<file path="src/rtl/retospect_lif_cell.sv">
// Leaky-integrate-and-fire neuron cell with a serial config chain and a selectable decay tick.
// Define RETOSPECT_LIF_INHIB_EN for signed (inhibitory) dendrite weights.

module retospect_lif_dend #(
  parameter int W_BITS = 3,
  parameter int S_BITS = 12
) (
  input  logic                     en,
  input  logic [W_BITS-1:0]        w,
  output logic signed [S_BITS-1:0] term
);
`ifdef RETOSPECT_LIF_INHIB_EN
  assign term = en ? {{(S_BITS-W_BITS){w[W_BITS-1]}}, w} : '0;
`else
  assign term = en ? {{(S_BITS-W_BITS){1'b0}}, w} : '0;
`endif
endmodule

module retospect_lif_cell #(
  parameter int N_DEND   = 4,
  parameter int W_BITS   = 3,
  parameter int P_BITS   = 5,
  parameter int SEL_BITS = 3,
  parameter int R_BITS   = 2,
  parameter int CFG_LEN  = N_DEND*W_BITS + P_BITS + SEL_BITS + R_BITS
) (
  input  logic                    clk,
  input  logic                    reset,
  input  logic                    reset_nn,
  input  logic                    config_en,
  input  logic                    bs_in,
  output logic                    bs_out,
  input  logic [2**SEL_BITS-1:0]  clockbus,
  input  logic [N_DEND-1:0]       dendrite,
  output logic                    axon,
  output logic [P_BITS-1:0]       potential
);
  // Wide enough for full potential plus every weight, with a sign bit.
  localparam int S_BITS = P_BITS + W_BITS + $clog2(N_DEND+1) + 1;
  localparam logic signed [S_BITS-1:0] P_MAX = {{(S_BITS-P_BITS){1'b0}}, {P_BITS{1'b1}}};

  typedef enum logic {INTEG, REFR} state_t;

  state_t                    state_q, state_d;
  logic [CFG_LEN-1:0]        cfg_q, cfg_d;
  logic [P_BITS-1:0]         pot_q, pot_d;
  logic                      axon_q, axon_d;
  logic [R_BITS-1:0]         cnt_q, cnt_d;

  logic [N_DEND-1:0][W_BITS-1:0] w;
  logic [P_BITS-1:0]         threshold;
  logic [SEL_BITS-1:0]       decay_sel;
  logic [R_BITS-1:0]         refrac_len;
  logic signed [S_BITS-1:0]  term [N_DEND];
  logic signed [S_BITS-1:0]  acc;
  logic [P_BITS-1:0]         base, nxt;

  // Chain vector is {w[0], .., w[N_DEND-1], threshold, decay_sel, refrac_len}; it shifts right.
  assign threshold  = cfg_q[R_BITS+SEL_BITS +: P_BITS];
  assign decay_sel  = cfg_q[R_BITS +: SEL_BITS];
  assign refrac_len = cfg_q[0 +: R_BITS];
  assign bs_out     = cfg_q[0];
  assign axon       = axon_q;
  assign potential  = pot_q;

  for (genvar i = 0; i < N_DEND; i++) begin : g_dend
    assign w[i] = cfg_q[CFG_LEN-1-i*W_BITS -: W_BITS];
    retospect_lif_dend #(.W_BITS(W_BITS), .S_BITS(S_BITS)) u_dend (
      .en   (dendrite[i]),
      .w    (w[i]),
      .term (term[i])
    );
  end

  // Halve first on a decay tick, then add every active dendrite, then clamp.
  always_comb begin
    base = clockbus[decay_sel] ? (pot_q >> 1) : pot_q;
    acc  = {{(S_BITS-P_BITS){1'b0}}, base};
    for (int i = 0; i < N_DEND; i++) acc = acc + term[i];
    if (acc < 0)          nxt = '0;
    else if (acc > P_MAX) nxt = {P_BITS{1'b1}};
    else                  nxt = acc[P_BITS-1:0];
  end

  always_comb begin
    state_d = state_q;
    cfg_d   = cfg_q;
    pot_d   = pot_q;
    axon_d  = 1'b0;
    cnt_d   = cnt_q;
    if (reset_nn) begin
      state_d = INTEG;
      pot_d   = '0;
      cnt_d   = '0;
    end else if (config_en) begin
      cfg_d   = {bs_in, cfg_q[CFG_LEN-1:1]};
      state_d = INTEG;
      cnt_d   = '0;
    end else begin
      case (state_q)
        INTEG: begin
          if (threshold != '0 && nxt >= threshold) begin
            axon_d  = 1'b1;
            pot_d   = '0;
            cnt_d   = refrac_len;
            state_d = (refrac_len == '0) ? INTEG : REFR;
          end else begin
            pot_d = nxt;
          end
        end
        REFR: begin
          pot_d = '0;
          cnt_d = cnt_q - R_BITS'(1);
          if (cnt_q == R_BITS'(1)) state_d = INTEG;
        end
        default: state_d = INTEG;
      endcase
    end
  end

  always_ff @(posedge clk) begin
    if (reset) begin
      state_q <= INTEG;
      cfg_q   <= '0;
      pot_q   <= '0;
      axon_q  <= 1'b0;
      cnt_q   <= '0;
    end else begin
      state_q <= state_d;
      cfg_q   <= cfg_d;
      pot_q   <= pot_d;
      axon_q  <= axon_d;
      cnt_q   <= cnt_d;
    end
  end
endmodule

</file>
<file path="config.mk">
export PLATFORM = sky130hd
export DESIGN_NAME = retospect_lif_cell
export DESIGN_NICKNAME = d
export VERILOG_FILES = /design/src/rtl/retospect_lif_cell.sv
export SDC_FILE = /design/constraint.sdc
export NUM_CORES = 1
export LEC_CHECK = 0
export CORE_UTILIZATION = 25
export CTS_CLUSTER_SIZE = 20
export DETAILED_ROUTE_END_ITERATION = 12
export RECOVER_POWER = 50
export SLEW_MARGIN = 20
export SYNTH_ARGS = -nofsm -noshare
export SYNTH_HDL_FRONTEND = slang
export SYNTH_SLANG_ARGS = --single-unit
</file>
<file path="constraint.sdc">
create_clock -name clk -period 8.4 [get_ports clk]
set_input_delay 1.68 -clock clk [delete_from_list [all_inputs] [get_ports clk]]
set_output_delay 1.68 -clock clk [all_outputs]
set_load 0.02 [all_outputs]
</file>
==> reports/results.tsv <==
stage	metric	value	unit
flow_run	max_cap_violations	0	
yosys	synth_cells	215	
clock_tree	cts.repair.resized	0	
placed_design	port_buffers	23	
yosys	ys_top_cells_by_area	dfxtp_1 34%, nand2_1 10%, ha_1 10%	
yosys	ys.warnings.count	0	
sta	fin_tns_setup	0	ns
clock_tree	numCtsBuffers	5	
worst_setup_path	path_buf_inv	4	
route	postRouteAntennaNets	0	
global_routing	grt_max_degree	25	
worst_setup_path	cp_slowest_cell	mux4_1	
sta	finalCriticalPeriod	7.47	ns
placed_design	gp_congestion	0.795	
yosys	synthArstFlopShare	0	%
route	firstDrtPassIters	4	
floorplanning	start_util	26.5	%
worst_setup_path	cp_max_fo	5	
route	drtIter0Drc	51	
global_routing	grt_pass1_wl	6200	um
worst_setup_path	crit_chain	clkdlybuf4s50_1, mux4_1, mux2i_4, mux2_2, fa_1, inv_1, fa_1, inv_1, fa_1, ha_1, inv_1, fa_1, nor2b_1, and4b_1, a32oi_1, or2_2, ha_1, a21oi_1, o21ai_0, nand2_1, a2111oi_0	
pwr	power.total	320	uW
pwr	combPwrFrac	6.3	%
floorplanning	num_rows	30	
min_path	hold_path_class	flip-flop to flip-flop	
sta	final-hold-violation-count	0	
route	drc	0	
sta	max_slew_margin	2.03	%
yosys	synth_top_area_share	33.5	%
yosys	synth_nets	255	
floorplanning	fp.dieH	88.0	um
yosys	syn-mean-instance-area	8.61	um2
clock_tree	cts-htree-levels	2	
worst_setup_path	critPathMostFrequentCell	fa_1	
layout	antennaDiodeCount	0	
sta	rsz0062_at_grt	no	
pwr	p_sw_share	20.9	%
global_routing	grt_pass1_vias	1346	
route	wl_per_cell	10.9	um
yosys	synth_edf_count	0	
worst_setup_path	end_kind	flip-flop	
layout	syn_to_final_growth	23.7	%
worst_setup_path	start_kind	primary input	
yosys	synthTopCellsByCount	51 x nand2_1, 31 x dfxtp_1, 25 x a21oi_1	
sta	final.period_utilization	89.0	%
route	routed_wirelength	3640	um
clock_tree	clk_pin_slew	0.07	ns
global_routing	antenna_found_initial	0	
layout	drive_gt1_share	7.14	%
pwr	p_leak	0.000907	uW
clock_tree	cts_tree	done	
outcome	outcome	finished clean	
floorplanning	coreArea	0.00698	mm2
pwr	pwr-share-clk	47.6	%
pwr	power_frac_seq	46.1	%
worst_setup_path	cp_top_family	adder cells	
global_routing	overflow	0	
worst_setup_path	critical_path_class	primary input to flip-flop	
yosys	synthDistinctLibCells	35	
route	vias_per_cell	4.38	
global_routing	track_usage	10.3	%
sta	worst_pin_slew	1.47	ns
clock_tree	clkLatencyLatePin	0.28	ns
clock_tree	clock-root-buffer	clkbuf_8	
layout	nets	277	
yosys	synth-seq-cells	31	
pwr	powerDensity	140	mW/mm2
pwr	internal_power	253	uW
sta	maxSlewViolCount	0	
yosys	syn_area	0.00185	mm2
sta	skew	0.00655	ns
yosys	ys_seq_area_share	33.5	%
pwr	peakVddDrop	0.0000533	V
clock_tree	cts_hold_buf	0	
yosys	ys.flop_type	dfxtp_1	
clock_tree	post_cts_buffers	0	
floorplanning	ios	24	
floorplanning	die_w	88.0	um
route	dr_total_vias	1464	
clock_tree	cts_buffer_depth	2	
worst_setup_path	cp.required	8.55	ns
sta	fmax	134	MHz
clock_tree	numClockSinks	31	
placed_design	dp_hpwl	2830	um
worst_setup_path	cp.arrival	7.63	ns
layout	fill_cells	758	
sta	finalSetupViolations	0	
yosys	yosysMostFrequentCell	nand2_1	
worst_setup_path	cp_slowest_stage_delay	0.55	ns
pwr	switchingPower	67.1	uW
yosys	synth_area_leader_cell	dfxtp_1	
floorplanning	dieArea	0.00775	mm2
==> tightest hold or removal path, delay by kind of cell (launching register included) <==
family             cells  cell delay, ns
AOI/OAI and AO/OA      1            0.05
DFF                    1            0.32
and+or+nand+nor        1            0.06
==> path summary, 6_finish.rpt <==
check                                       startpoint  cells past startpoint  slack, ns                endpoint
worst max-delay path                       clockbus[1]                     21       0.93   cnt_q[1]$_SDFFE_PP0P_
worst min-delay path            cfg_q[21]$_SDFFE_PP0P_                      2       0.47  cfg_q[20]$_SDFFE_PP0P_
worst max register to register   cfg_q[2]$_SDFFE_PP0P_                     20       2.26   cnt_q[1]$_SDFFE_PP0P_
worst min register to register  cfg_q[21]$_SDFFE_PP0P_                      2       0.47  cfg_q[20]$_SDFFE_PP0P_
==> power groups by stage <==
stage | logic [uW] | clock network [uW] | registers (uW)
2_1_floorplan | 9.87 | 0 | 151
3_3_place_gp | 20.1 | 0 | 151
3_5_place_dp | 20.7 | 0 | 151
4_1_cts | 20.7 | 156 | 148
5_1_grt | 22.2 | 163 | 148
6_report | 20.1 | 153 | 148
==> cells by family (layout without fill, tap and decap cells) <==
group | after synthesis | after routing | share of synthesized area (%)
compound gates | 42 | 42 | 13.6
fa+ha+maj | 23 | 23 | 18.8
buf+inv | 22 | 45 | 4.46
flops | 31 | 31 | 33.5
mux | 8 | 8 | 6.96
simple gates | 89 | 89 | 22.7
==> stage by stage <==
step                      area, um2  hold WS, ns  utilization, %  setup WS (ns)  cells
after CTS                      2290        0.467            32.8          0.924    334
after global placement         2170        0.449            31.1          0.807    326
after global routing           2290        0.479            32.8          0.483    334
after detailed placement       2170        0.456            31.1          0.659    326
final                          2290        0.468            32.8          0.927    334
after floorplan                1850        0.440               -           1.40    215
==> layout make-up <==
| type | count | area, um2 | area share (%) |
|---|---|---|---|
| Tap cell | 96 | 120 | 5.25 |
| Clock inverter | 2 | 35.0 | 1.53 |
| Inverter | 14 | 52.6 | 2.30 |
| Timing Repair Buffer | 23 | 230 | 10.1 |
| Multi-Input combinational cell | 162 | 1150 | 50.1 |
| Sequential cell | 31 | 621 | 27.1 |
| Clock buffer | 6 | 82.6 | 3.61 |
==> routing by layer <==
layer | global-route usage, % | part of all wire [%] | up-vias
met3 | 2.64 | 3.4 | 4
met1 | 14.3 | 52 | 664
met4 | 3.52 | 1.2 | 0
li1 | - | - | 771
met2 | 15.6 | 44 | 25
met5 | 0 | 0 | -
==> cell usage in the layout (no fill, tap or decap), drive strengths merged, types with 2 or more instances in the layout <==
cell,netlist,routed
mux4,2,2
a21oi,25,25
ha,15,15
dlygate4sd3,0,8
nand2b,3,3
dfxtp,31,31
mux2i,3,3
and2,11,11
or2,2,2
a22o,4,4
mux2,3,3
inv,14,14
nor3,2,2
o21ai,5,5
clkbuf,8,6
nor2,7,7
nand2,51,51
clkdlybuf4s50,0,15
fa,8,8
nor2b,6,6
==> sequential cells by signal (all words and copies together) (netlist names) <==
| register | count |
|---|---|
| state_q | 1 |
| potential | 5 |
| cfg_q | 22 |
| axon | 1 |
| cnt_q | 2 |
Power figures use the tool's default switching activity.
